**src/rtl/inst_rom_loadable.sv**
```systemverilog
// Loadable instruction store for the ARK fetch stage.
// A program is streamed in through the load port, then served to fetch
// with a one-cycle registered read. Fetch is only serviced in RUN, so a
// partially loaded program is never visible to the core.
module inst_rom_loadable #(
  parameter int                ADDR_W = 8,
  parameter int                INST_W = 9,
  parameter int                DEPTH  = 256,
  parameter logic [INST_W-1:0] NOP    = '0
) (
  input  logic              CLK,
  input  logic              Reset,
  input  logic              LoadStart,
  input  logic              LoadValid,
  input  logic [INST_W-1:0] LoadData,
  input  logic              LoadLast,
  output logic              LoadReady,
  output logic [ADDR_W:0]   LoadCount,
  output logic              Running,
  input  logic              FetchReq,
  input  logic [ADDR_W-1:0] Address,
  input  logic              Stall,
  output logic [INST_W-1:0] Instruction,
  output logic              InstValid,
  output logic              AddrErr
);

  typedef enum logic [1:0] {
    IDLE = 2'd0,
    LOAD = 2'd1,
    RUN  = 2'd2
  } state_t;

  // Counter is one bit wider than the address so a full DEPTH=2**ADDR_W load is representable.
  localparam logic [ADDR_W:0] DEPTH_LIM = (ADDR_W + 1)'(DEPTH);
  localparam logic [ADDR_W:0] CNT_ONE   = (ADDR_W + 1)'(1);

  state_t              state;
  logic [ADDR_W:0]     load_cnt;
  logic [ADDR_W:0]     cnt_inc;
  logic                wr_en;
  logic                in_range;
  logic [INST_W-1:0]   mem [DEPTH];

  logic [INST_W-1:0]   inst_p1;
  logic                vld_p1;
  logic                err_p1;

  // The load counter doubles as the write pointer: both restart together and advance together.
  assign cnt_inc   = load_cnt + CNT_ONE;
  assign wr_en     = (state == LOAD) && LoadValid;
  assign in_range  = ({1'b0, Address} < DEPTH_LIM);
  assign LoadCount = load_cnt;

  // Controller: sequences IDLE -> LOAD -> RUN and keeps the status flags registered with the state.
  always_ff @(posedge CLK) begin
    if (Reset) begin
      state     <= IDLE;
      load_cnt  <= '0;
      LoadReady <= 1'b0;
      Running   <= 1'b0;
    end else begin
      case (state)
        IDLE: begin
          if (LoadStart) begin
            state     <= LOAD;
            load_cnt  <= '0;
            LoadReady <= 1'b1;
          end
        end
        LOAD: begin
          // LoadStart is deliberately ignored here: no restart mid-load.
          if (LoadValid) begin
            load_cnt <= cnt_inc;
            if (LoadLast || (cnt_inc == DEPTH_LIM)) begin
              state     <= RUN;
              LoadReady <= 1'b0;
              Running   <= 1'b1;
            end
          end
        end
        RUN: begin
          if (LoadStart) begin
            state     <= LOAD;
            load_cnt  <= '0;
            LoadReady <= 1'b1;
            Running   <= 1'b0;
          end
        end
        default: begin
          state     <= IDLE;
          LoadReady <= 1'b0;
          Running   <= 1'b0;
        end
      endcase
    end
  end

  // Program store write port; contents survive reset and are not auto-filled.
  always_ff @(posedge CLK) begin
    if (wr_en) begin
      mem[load_cnt[ADDR_W-1:0]] <= LoadData;
    end
  end

  // ---- stage p0 -> p1: registered fetch read, held while stalled ----
  always_ff @(posedge CLK) begin
    if (Reset) begin
      inst_p1 <= NOP;
      vld_p1  <= 1'b0;
      err_p1  <= 1'b0;
    end else if ((state != RUN) || LoadStart) begin
      inst_p1 <= NOP;
      vld_p1  <= 1'b0;
      err_p1  <= 1'b0;
    end else if (!Stall) begin
      if (FetchReq) begin
        inst_p1 <= in_range ? mem[Address] : NOP;
        vld_p1  <= 1'b1;
        err_p1  <= !in_range;
      end else begin
        inst_p1 <= NOP;
        vld_p1  <= 1'b0;
        err_p1  <= 1'b0;
      end
    end
  end

  assign Instruction = inst_p1;
  assign InstValid   = vld_p1;
  assign AddrErr     = err_p1;

endmodule

```
**config.mk**
```make
export PLATFORM = sky130hd
export DESIGN_NAME = inst_rom_loadable
export DESIGN_NICKNAME = d
export VERILOG_FILES = /design/src/rtl/inst_rom_loadable.sv
export SDC_FILE = /design/constraint.sdc
export NUM_CORES = 2
export LEC_CHECK = 0
export ABC_CLOCK_PERIOD_IN_PS = 5300
export CORE_ASPECT_RATIO = 0.9
export CORE_MARGIN = 2
export CORE_UTILIZATION = 55
export DETAILED_ROUTE_END_ITERATION = 12
export MAX_ROUTING_LAYER = met4
export PLACE_DENSITY = 0.77
export SYNTH_ARGS = -nofsm -noshare
export SYNTH_HDL_FRONTEND = slang
export SYNTH_SLANG_ARGS = --single-unit
```
**constraint.sdc**
```tcl
create_clock -name CLK -period 5.3 [get_ports CLK]
set_clock_uncertainty 0.1 [all_clocks]
set_input_delay 1.325 -clock CLK [delete_from_list [all_inputs] [get_ports CLK]]
set_output_delay 1.325 -clock CLK [all_outputs]
set_load 0.005 [all_outputs]
```
# After elaboration in Yosys (flattened, before gate mapping)
# Memory sizes are Yosys's and may differ from the RTL's.
# Index checks and enable logic that the tools add are counted.
[totals] elab_cells=46 output_inout_bits=22 ramBits=2304 regBits=23 memories=1
[mem_list] name="mem" words=256 word_bits=9 rd=1 rd_clocked_by_memory_dff=0 write_ports=1 line="43" source="logic [INST_W-1:0] mem [DEPTH];"
[classes] eq_ne=8 n_mux=19 n_reduce_logical=10 bitwise_logic=1 add_sub_neg=1
[op_table] operator="$mux 9" n=3
[op_table] operator="$pmux 9 s2" n=1
[op_table] operator="$add 9x1->9 const B" n=1
[op_table] operator="$eq 9x9->1 const B" n=1
[op_table] operator="$mux 1" n=9
[op_table] operator="$mux 2" n=3
[op_table] operator="$ne 2x2->1 const B" n=3
[op_table] operator="$reduce_and 3->1" n=2
[op_table] operator="$ne 2x1->1 const B" n=2
[op_table] operator="$pmux 2 s2" n=1
[op_table] operator="$reduce_and 4->1" n=1
[op_table] operator="$reduce_or 2->1" n=2
[op_table] operator="$pmux 1 s3" n=1
[op_table] operator="$eq 2x1->1 const B" n=1
[op_table] operator="$eq 2x2->1 const B" n=1
[op_table] operator="$logic_not 2->1" n=1
[op_table] operator="$logic_or 1x1->1" n=2
[op_table] operator="$pmux 1 s2" n=1
[op_table] operator="$reduce_bool 2->1" n=1
[op_table] operator="$logic_and 1x1->1" n=1
[op_table] operator="$not 1->1" n=1

# Depth between registers and ports, before layout
[depth] ltp_word=6 depth_mapped=15

# Worst setup path before layout
# Ideal clock, no wire load.
[synth_path] kind="input port to flip-flop" startpoint="input Address[0]" endpoint="register inst_p1[6] (netlist: Instruction[6])" arrival_ns=3.466 path_slack_ns=1.617 path_buffers=4 path_stages=9 setup_ns=0.117 path_cell_list="buf_6 -> buf_12 -> buf_12 -> buf_4 -> mux4_2 -> mux4_2 -> a221oi_2 -> a211oi_1 -> a22o_1"
[synth_via] elab_chain_cells=2
[synth_lines] item="start: declaration" line="21" source="input logic [ADDR_W-1:0] Address,"
[synth_lines] item="$mem_v2 256x9"
[synth_lines] item="$mux 9" line="117" source="if (FetchReq) begin"
[synth_lines] item="end signal: assignment" line="118" source="inst_p1 <= in_range ? mem[Address] : NOP;"
[synth_lines] item="end: declaration" line="45" source="logic [INST_W-1:0] inst_p1;"
# Every way passes these cells.
# A chain may end at the register's enable or synchronous reset.

# Worst setup path after layout
[layout_path] startpoint="input Reset" endpoint="register inst_p1[6] (netlist: Instruction[6])"
[layout_via] elab_chain_cells=1
[layout_lines] item="start: declaration" line="12" source="input logic Reset,"
[layout_lines] item="$reduce_or 2->1 (no line)"
# Every way passes these cells.

==> results.toml <==
[detailed_routing]
dr.pass1.iters = 10
via_count = 47671
drcViolationCount = 0
detail_route.iter0.violations = 8581
ant_nets = 0
via_per_inst = 6.79
routed_wl_mm = 238
wl_per_cell_um = 33.9

[clock_network]
htree_levels = 4
cts.hold.buffers_added = 0
cts_resized = 0
clkLatencyLatePin_ns = 0.86
cts-root-buf = "clkbuf_16"
cts_made_buffers = 209
post-cts-setup-buffers = 0
clk_pin_slew_ns = 0.06
cts.sinks = 2327
cts_buffer_depth = 3
cts_tree = "built"

[cells_and_area]
layout-drive-gt1-share = 0.231
fillers = 10635
seq_area_sq_um = 69600
stdcell_area_sq_um = 102000
area_growth_pct = 11.7
multi_input_area_sq_um = 19600
fin_nets = 4646

[yosys]
ys_seq_area_frac = 0.765
muxShareOfSynthArea = 0.157
synth_ff_type = "edfxtp_1"
synth_cells = 4344
yosys.area_share.simple = 0.0321
synth-async-reset-ratio = 0
ys.warnings.count = 0
ys_ff_latch = 2327
synth_top_family_by_area = "multiplexers"
synthesis.area_sq_um = 91000
synth-xor-area-share = 0
synth_fp_nets = 4373
ys_types = 67
synth_edf_count = 2304
synth_fa_ha_area_frac = 0.000687
avgSynthCellArea_sq_um = 21.0
synth_compound_area_frac = 0.0255

[timing]
finalHoldViolations = 0
setup_viol = 0
hold_slack_ns = 0.359
rsz0062_at_grt = "no"
min_period_ns = 4.49
tightest_slew_ns = 1.35
fin_crit_sh = 0.848
slew-limit-headroom = 0.0988
setup_slack_ns = 0.805
fin_tns_setup_ns = 0
drv_slew = 0
max_freq_mhz = 222

[die]
rows = 141
ios = 46
coreArea_sq_um = 164000
die_w_um = 433
die_h_um = 390
die_area_sq_um = 169000
initial_core_util = 0.554

[pwr]
internal-power_mw = 28.8
ir_drop_mv = 0.311
power.total_mw = 36.7
seqPwrFrac = 0.551
p_per_area_nw_per_um2 = 361
p_clk_frac = 0.398
power_leakage_nw = 32.0
switching_share = 0.215
comb_power_share = 0.051
power_switching_mw = 7.88

[placement]
gp_congestion = 0.971
post_dp_cell_area_sq_um = 95200
io_buffers = 44
dp_slack_ns = 0.173
place_hpwl_mm = 145

[global_routing]
grt_pass1_wl_mm = 339
antenna_found_initial = 11
grt-ovfl-total = 0
grtUsageTotal = 0.292
grt_pass1_vias = 46714
grt_max_degree = 184

[flow_run]
drv_cap = 0

[worst_setup_path]
worst-path-buf-inv = 2
timing.rr.end = "mem[211][4]"
cp.depth = 9
cp_cell_sequence = "clkdlybuf4s50_1 -> or4b_2 -> nor2_1 -> buf_4 -> nand2_1 -> nor3_1 -> nor3_1 -> a211oi_1 -> a22o_1"
crit_type = "in -> reg"
cpPeakStageDelay_ns = 0.84
r2r-start = "LoadCount[4]"
crit_top_cell = "nor3_1"
critPathMaxFanout = 15
critPathCapture = "Instruction[6]"
worst_setup_path_start_kind = "input port"
rr_worst_depth = 3
cp.arrival_ns = 5.20
crit_start = "Reset"
cp-end-kind = "register"
worstPathRequired_ns = 6.01
rrSetupSlack_ns = 1.45
slowest_stage = "or4b_2"
critPathTopFamily = "simple AND/OR/NAND/NOR gates"

[hold_path]
hold_class = "reg -> reg"

[status]
status = "complete, no violations"
[cell type report]
type / instances / share of cell area
Inverter: 7 / 0.000307
Clock buffer: 274 / 0.0546
Tap cell: 2216 / 0.0273
Sequential cell: 2327 / 0.685
Timing Repair Buffer: 323 / 0.0302
Multi-Input combinational cell: 1749 / 0.193
Clock inverter: 107 / 0.00952
Antenna cell: 15 / 0.000369
[layout by cell type, fill, tap and decap left out, types with 14 or more instances in the layout]
master | synthesis | final
buf_12 | 5 | 40
a21oi_1 | 55 | 55
mux4_1 | 48 | 48
edfxtp_1 | 2304 | 2304
dfxtp_1 | 23 | 23
nor2b_1 | 19 | 18
o21ai_0 | 21 | 21
nand3_1 | 49 | 49
and3_1 | 17 | 17
nor2_1 | 320 | 319
o221ai_1 | 52 | 52
diode_2 | 0 | 15
clkdlybuf4s50_1 | 0 | 29
mux2_2 | 16 | 16
mux4_2 | 492 | 492
clkinvlp_4 | 0 | 14
a31oi_1 | 17 | 17
clkinv_1 | 0 | 37
a211oi_1 | 19 | 19
clkbuf_16 | 0 | 211
mux2i_1 | 181 | 181
nand2b_1 | 16 | 15
nor3_1 | 45 | 45
buf_4 | 29 | 240
nand2_1 | 167 | 166
clkbuf_1 | 97 | 59
o22ai_1 | 71 | 71
a22oi_1 | 25 | 25
clkinv_2 | 0 | 33
[cell usage after synthesis, types with 48 or more instances]
cell type / n / area [sq um]
buf_2: 58 / 290
edfxtp_1: 2304 / 69200
nand2_1: 167 / 627
o221ai_1: 52 / 455
mux4_2: 492 / 11100
mux4_1: 48 / 1260
o22ai_1: 71 / 444
mux2i_1: 181 / 1810
nor2_1: 320 / 1200
clkbuf_1: 97 / 364
a21oi_1: 55 / 275
nand3_1: 49 / 245
[power groups by stage]
stage	Combinational [mW]	Clock, mW	Sequential, mW
final	1.87	14.6	20.2
after global routing	1.92	15.4	20.2
after CTS	1.83	14.7	20.2
after detailed placement	1.82	0	20.6
after global placement	1.78	0	20.6
after floorplan	0.972	0	20.6
[per-layer routing]
| metal | track usage | wire length [um] | vias to the layer above | part of all wire |
|---|---|---|---|---|
| met5 | - | 0 | - | 0 |
| met2 | 0.423 | 109000 | 3867 | 0.46 |
| met3 | 0.0719 | 32200 | 732 | 0.13 |
| li1 | - | - | 18654 | - |
| met4 | 0.128 | 12200 | 0 | 0.051 |
| met1 | 0.399 | 84700 | 24418 | 0.36 |
[through the flow]
stage                     std cells   util
after floorplan                4344      -
after global placement         6622  0.579
after detailed placement       6622  0.579
after CTS                      7003  0.619
after global routing           7011  0.619
final                          7018  0.619
[cell families (layout without fill, tap and decap cells)]
kind of cell               count (synthesis)  after routing
DFF                                     2327           2327
muxes                                    737            737
and+or+nand+nor                          678            678
AOI/OAI and AO/OA                        328            328
buffers and inverters                    268            711
adders and majority gates                  5              5
other                                      1             16
[worst min-delay path, stage by stage (launching register included)]
cell	delay [ns]
dfxtp_1	0.31
nand2_1	0.05
a21oi_1	0.05
[worst min path at each step]
stage / startpoint / endpoint / slack, ns / cells after the start
after floorplan: Instruction[0] / Instruction[0] / 0.34 / 2
after global placement: Running / Running / 0.35 / 2
after detailed placement: Running / Running / 0.35 / 2
after CTS: Running / Running / 0.36 / 2
after global routing: InstValid / InstValid / 0.39 / 2
final: Running / Running / 0.36 / 2
[state kept, by name (all words and copies together) (netlist names)]
name,count
InstValid,1
Instruction,9
LoadCount,9
LoadReady,1
Running,1
mem,2304
state,2
No activity file was read; power rests on OpenSTA's default activity.
